==> src/rtl/mio_arbiter.sv <==
// mio_arbiter: two-master round-robin arbiter driving one memory/IO slave port.
// One transaction at a time; slave accesses that never ack are aborted with an error.
module mio_arbiter #(
   parameter int AW      = 32,
   parameter int DW      = 32,
   parameter int TIMEOUT = 15
) (
   input  logic          clk,
   input  logic          reset,
   input  logic          m0_req,
   input  logic          m0_we,
   input  logic [AW-1:0] m0_addr,
   input  logic [DW-1:0] m0_wdata,
   output logic [DW-1:0] m0_rdata,
   output logic          m0_ack,
   input  logic          m1_req,
   input  logic          m1_we,
   input  logic [AW-1:0] m1_addr,
   input  logic [DW-1:0] m1_wdata,
   output logic [DW-1:0] m1_rdata,
   output logic          m1_ack,
   output logic          s_req,
   output logic          s_we,
   output logic [AW-1:0] s_addr,
   output logic [DW-1:0] s_wdata,
   input  logic [DW-1:0] s_rdata,
   input  logic          s_ack,
   output logic [1:0]    grant,
   output logic          timeout_err,
   output logic [1:0]    o_dbg_state
);

   typedef enum logic [1:0] {
      IDLE   = 2'd0,
      ACCESS = 2'd1,
      RESP   = 2'd2
   } state_t;

   localparam logic [7:0] LP_CNT_LAST = 8'(TIMEOUT - 1);

   state_t        r_state;
   state_t        w_next;
   logic          w_start;
   logic          w_pick_m1;
   logic          w_timeout;
   logic          w_done;
   logic [7:0]    r_cnt;
   logic          r_last;
   logic [1:0]    r_grant;
   logic          r_s_req;
   logic          r_s_we;
   logic [AW-1:0] r_s_addr;
   logic [DW-1:0] r_s_wdata;
   logic [DW-1:0] r_rdata;
   logic          r_m0_ack;
   logic          r_m1_ack;
   logic          r_timeout_err;

   // r_last = 1 means master 1 was served most recently, so master 0 wins a tie.
   always_comb begin
      w_next    = r_state;
      w_start   = 1'b0;
      w_pick_m1 = 1'b0;
      w_timeout = (r_cnt == LP_CNT_LAST);
      w_done    = 1'b0;
      case (r_state)
         IDLE: begin
            w_start   = m0_req | m1_req;
            w_pick_m1 = m1_req & (~m0_req | ~r_last);
            if (w_start) w_next = ACCESS;
         end
         ACCESS: begin
            w_done = s_ack | w_timeout;
            if (w_done) w_next = RESP;
         end
         RESP:    w_next = IDLE;
         default: w_next = IDLE;
      endcase
   end

   always_ff @(posedge clk) begin
      if (!reset) begin
         r_state       <= IDLE;
         r_cnt         <= '0;
         r_last        <= 1'b1;
         r_grant       <= 2'b00;
         r_s_req       <= 1'b0;
         r_s_we        <= 1'b0;
         r_s_addr      <= '0;
         r_s_wdata     <= '0;
         r_rdata       <= '0;
         r_m0_ack      <= 1'b0;
         r_m1_ack      <= 1'b0;
         r_timeout_err <= 1'b0;
      end else begin
         r_state       <= w_next;
         r_m0_ack      <= 1'b0;
         r_m1_ack      <= 1'b0;
         r_timeout_err <= 1'b0;
         case (r_state)
            IDLE: begin
               if (w_start) begin
                  r_grant   <= w_pick_m1 ? 2'b10 : 2'b01;
                  r_s_req   <= 1'b1;
                  r_s_we    <= w_pick_m1 ? m1_we    : m0_we;
                  r_s_addr  <= w_pick_m1 ? m1_addr  : m0_addr;
                  r_s_wdata <= w_pick_m1 ? m1_wdata : m0_wdata;
                  r_cnt     <= '0;
               end
            end
            ACCESS: begin
               // s_ack takes precedence over an expiring counter.
               if (w_done) begin
                  r_s_req       <= 1'b0;
                  r_m0_ack      <= r_grant[0];
                  r_m1_ack      <= r_grant[1];
                  r_timeout_err <= ~s_ack;
                  r_rdata       <= (s_ack && !r_s_we) ? s_rdata : '0;
               end else begin
                  r_cnt <= r_cnt + 8'd1;
               end
            end
            RESP: begin
               r_last  <= r_grant[1];
               r_grant <= 2'b00;
            end
            default: r_grant <= 2'b00;
         endcase
      end
   end

   assign m0_rdata    = r_rdata;
   assign m1_rdata    = r_rdata;
   assign m0_ack      = r_m0_ack;
   assign m1_ack      = r_m1_ack;
   assign s_req       = r_s_req;
   assign s_we        = r_s_we;
   assign s_addr      = r_s_addr;
   assign s_wdata     = r_s_wdata;
   assign grant       = r_grant;
   assign timeout_err = r_timeout_err;
   assign o_dbg_state = r_state;

endmodule

==> config.mk <==
export PLATFORM = sky130hd
export DESIGN_NAME = mio_arbiter
export DESIGN_NICKNAME = d
export VERILOG_FILES = /design/src/rtl/mio_arbiter.sv
export SDC_FILE = /design/constraint.sdc
export NUM_CORES = 1
export LEC_CHECK = 0
export BUFFER_PORTS_ARGS = -buffer_cell sky130_fd_sc_hd__buf_2
export CAP_MARGIN = 20
export CELL_PAD_IN_SITES_DETAIL_PLACEMENT = 0
export CELL_PAD_IN_SITES_GLOBAL_PLACEMENT = 1
export CORE_MARGIN = 5
export CORE_UTILIZATION = 29
export DETAILED_ROUTE_END_ITERATION = 8
export PLACE_DENSITY = 0.79
export SLEW_MARGIN = 10
export SYNTH_ARGS = -nofsm -noshare
export SYNTH_HDL_FRONTEND = slang
export SYNTH_SLANG_ARGS = --single-unit
==> constraint.sdc <==
create_clock -name clk -period 2.3 [get_ports clk]
set_clock_uncertainty 0.1 [all_clocks]
set_input_delay 0.23 -clock clk [delete_from_list [all_inputs] [get_ports clk]]
set_output_delay 0.23 -clock clk [all_outputs]
set_load 0.005 [all_outputs]
==> run_results.csv <==
group,metric,value,unit
outcome,status,"complete, no violations",
timing,rsz0062_at_grt,"no",
worst_setup_path,critical_path_required,2.54,ns
logic_synthesis,synth_top_family_by_area,"compound AO/OA/AOI/OAI gates",
timing,relSlewSlack,0.661,
clock_network,cts_tree,"built",
placement,finalWeightedCongestion,0.735,
floorplan,initial_core_util,0.295,
clock_network,clk_pin_slew,0.05,ns
logic_synthesis,synth_xor_area_frac,0,
timing,hold_violations,0,
worst_setup_path,startpoint_type,"flip-flop",
finish,areaGrowthSynthToFinish,51.0,%
placement,hpwl,11400,um
route,avgViaCountPerCell,4.79,
finish,layout-drive-gt1-share,0.445,
finish,num_antenna_cells,0,
timing,period_minus_slack,1.88,ns
worst_setup_path,crit_type,"flip-flop to flip-flop",
logic_synthesis,netlist_area,0.00464,sq mm
clock_network,cts.sinks,114,
placement,pre_cts_ws,0.415,ns
global_route,grt-ovfl-total,0,
clock_network,numCtsBuffers,17,
logic_synthesis,ys_ff_latch,114,
global_route,grt_pass1_wl,23900,um
floorplan,die_w,137,um
power_and_ir_drop,p_leak,3.32,nW
clock_network,cts.htree.levels,4,
global_route,grt_pass1_vias,4560,
timing,fmax,531,MHz
floorplan,die_h,137,um
placement,placed_cell_area,0.00610,sq mm
route,first_pass_iters,4,
hold_path,min-delay-path-class,"primary input to flip-flop",
logic_synthesis,synth_compound_area_frac,0.290,
logic_synthesis,seq_area_frac_synth,0.491,
timing,finalCritPeriodShare,0.819,
power_and_ir_drop,total_power,0.00569,W
route,vias,4842,
finish,multi_input_area,0.00190,sq mm
route,first_iter_violations,169,
clock_network,clk_latency,0.40,ns
finish,fill_cells,1626,
logic_synthesis,avgSynthCellArea,9.42,sq um
global_route,groute.usage.overall,0.164,
route,drt-wirelength-per-cell,15.9,um
finish,fin_area,0.00701,sq mm
timing,slew_violations,0,
logic_synthesis,ys.warnings.count,0,
finish,nets,952,
route,routed_wl,16100,um
power_and_ir_drop,irDropWorstVdd,0.559,mV
timing,setup_viol,0,
clock_network,clk_path_buf_depth,2,
timing,worst_slew_pin_slew,0.509,ns
finish,regArea,0.00228,sq mm
floorplan,core,0.0158,sq mm
worst_setup_path,cp_max_fo,13,
worst_setup_path,end_kind,"flip-flop",
floorplan,row_count,46,
timing,finalSetupTns,0,ns
clock_network,root_buffer,"clkbuf_16",
power_and_ir_drop,p_per_area,811,mW/mm^2
logic_synthesis,synthAdderAreaFrac,0.00539,
global_route,antenna_found_initial,0,
global_route,grt_max_degree,43,
logic_synthesis,syn-num-nets,662,
route,remaining_drc_errors,0,
logic_synthesis,synth_cells,493,
floorplan,num_io_pins,304,
placement,portBuffers,303,
floorplan,die_area,0.0186,sq mm
timing,setup_ws,0.416,ns
logic_synthesis,yosys.area_share.simple,0.108,
logic_synthesis,muxShareOfSynthArea,0.00216,
clock_network,postCtsSetupBuffers,0,
worst_setup_path,critPathArrivalTime,2.12,ns
run,drv_cap,0,
logic_synthesis,synth.distinct_cells,40,
route,ant_nets,0,
kinds of logic after synthesis:
family,Yosys count
AOI/OAI and AO/OA,187
DFF,114
and+or+nand+nor,106
buffers and inverters,83
adders and majority gates,2
muxes,1
path summary, 6_finish.rpt:
kind,start,to,slack [ns],depth (start not counted)
max,o_dbg_state[0]$_SDFFE_PN0P_,r_cnt[3]$_SDFFE_PN0P_,0.42,4
min,reset,r_last$_SDFFE_PN1N_,0.02,2
max reg2reg,o_dbg_state[0]$_SDFFE_PN0P_,r_cnt[3]$_SDFFE_PN0P_,0.42,4
min reg2reg,s_wdata[19]$_SDFFE_PN0P_,s_wdata[19]$_SDFFE_PN0P_,0.35,2
power breakdown:
part / switching [W] / total [W] / internal [W]
Sequential: 0.0000876 / 0.00221 / 0.00213
Clock: 0.000898 / 0.00261 / 0.00171
Combinational: 0.000449 / 0.000871 / 0.000422
Total: 0.00143 / 0.00569 / 0.00426
sequential cells by signal, indices dropped and copies added, names as in the netlist:
name and flops:
s_wdata 32, s_req 1, s_addr 32, o_dbg_state 2, m1_ack 1, timeout_err 1, r_last 1, grant 2
s_we 1, m0_ack 1, r_cnt 8, m0_rdata 32
cell type report:
class | instances | area share
Timing Repair Buffer | 349 | 0.279
Multi-Input combinational cell | 296 | 0.271
Clock buffer | 19 | 0.0631
Inverter | 5 | 0.00268
Tap cell | 216 | 0.0385
Clock inverter | 11 | 0.0198
Sequential cell | 114 | 0.325
stage by stage:
stage | std cells | hold WS, ns | utilization
2_1_floorplan | 493 | 0.209 | -
3_3_place_gp | 947 | 0.338 | 0.387
3_5_place_dp | 947 | 0.343 | 0.387
4_1_cts | 1010 | 0.000694 | 0.445
5_1_grt | 1010 | 0.0186 | 0.445
6_report | 1010 | 0.0241 | 0.445
synthesized netlist by cell type:
cell      instances  area, sq um
a21bo_1           1         10.0
a21boi_1          1         7.51
a21o_1            4         30.0
a21oi_1          70          350
a22o_1           33          289
a31oi_2           1         12.5
a41oi_1           1         8.76
and3_1            4         25.0
and3b_1           1         8.76
and4b_1           1         10.0
and4bb_1          1         12.5
buf_1             1         3.75
buf_2            24          120
buf_4            33          248
buf_6             2         22.5
clkbuf_1         18         67.6
dfxtp_1         114         2280
ha_1              2         25.0
inv_1             4         15.0
inv_2             1         3.75
mux2i_1           1         10.0
nand2_1          71          267
nand2b_1          2         12.5
nand3_1           4         20.0
nand3b_1          2         15.0
nand3b_2          1         11.3
nand4_1           1         6.26
nor2_1            5         18.8
nor2b_1           1         6.26
nor3_1            4         20.0
nor3_2            1         10.0
nor3b_2           2         25.0
nor4_1            1         6.26
nor4b_1           1         8.76
o211ai_1          1         7.51
o21ai_0           4         20.0
o221ai_1         65          569
o22ai_1           4         25.0
o31ai_1           2         15.0
or3_1             3         18.8
per-layer routing:
layer | up-vias | GRT usage | routed length (um)
met5 | - | 0 | 0
met4 | 0 | 0.0717 | 404
met3 | 20 | 0.0559 | 1420
met2 | 216 | 0.278 | 7920
met1 | 2211 | 0.186 | 6320
li1 | 2395 | - | -
cell usage in the layout (no fill, tap or decap), types with 2 or more instances in the layout:
cell	netlist	routed
nand3_1	4	4
clkinv_2	0	5
nand3b_1	2	2
dlygate4sd3_1	0	33
dfxtp_1	114	114
clkbuf_16	0	17
a21oi_1	70	70
o221ai_1	65	65
nand2b_1	2	2
o21ai_0	4	4
nor3_1	4	4
o31ai_1	2	2
or3_1	3	2
buf_2	24	303
and3_1	4	4
nand2_1	71	71
inv_1	4	4
o22ai_1	4	4
ha_1	2	2
bufinv_16	0	3
nor2_1	5	5
a22o_1	33	33
a21o_1	4	4
buf_4	33	12
clkinvlp_4	0	2
critical path, stage by stage (launching register included):
cell and delay, ns:
dfxtp_1 0.63, nor3b_2 0.27, a21bo_1 0.32, or3_1 0.37, a21oi_1 0.13
timing repair:
action                    4_1_cts  5_1_grt
hold endpoints to repair       33        0
gates resized for setup         0        0
hold buffers                   33        0
Note: power is estimated with default switching activity, not from simulation.
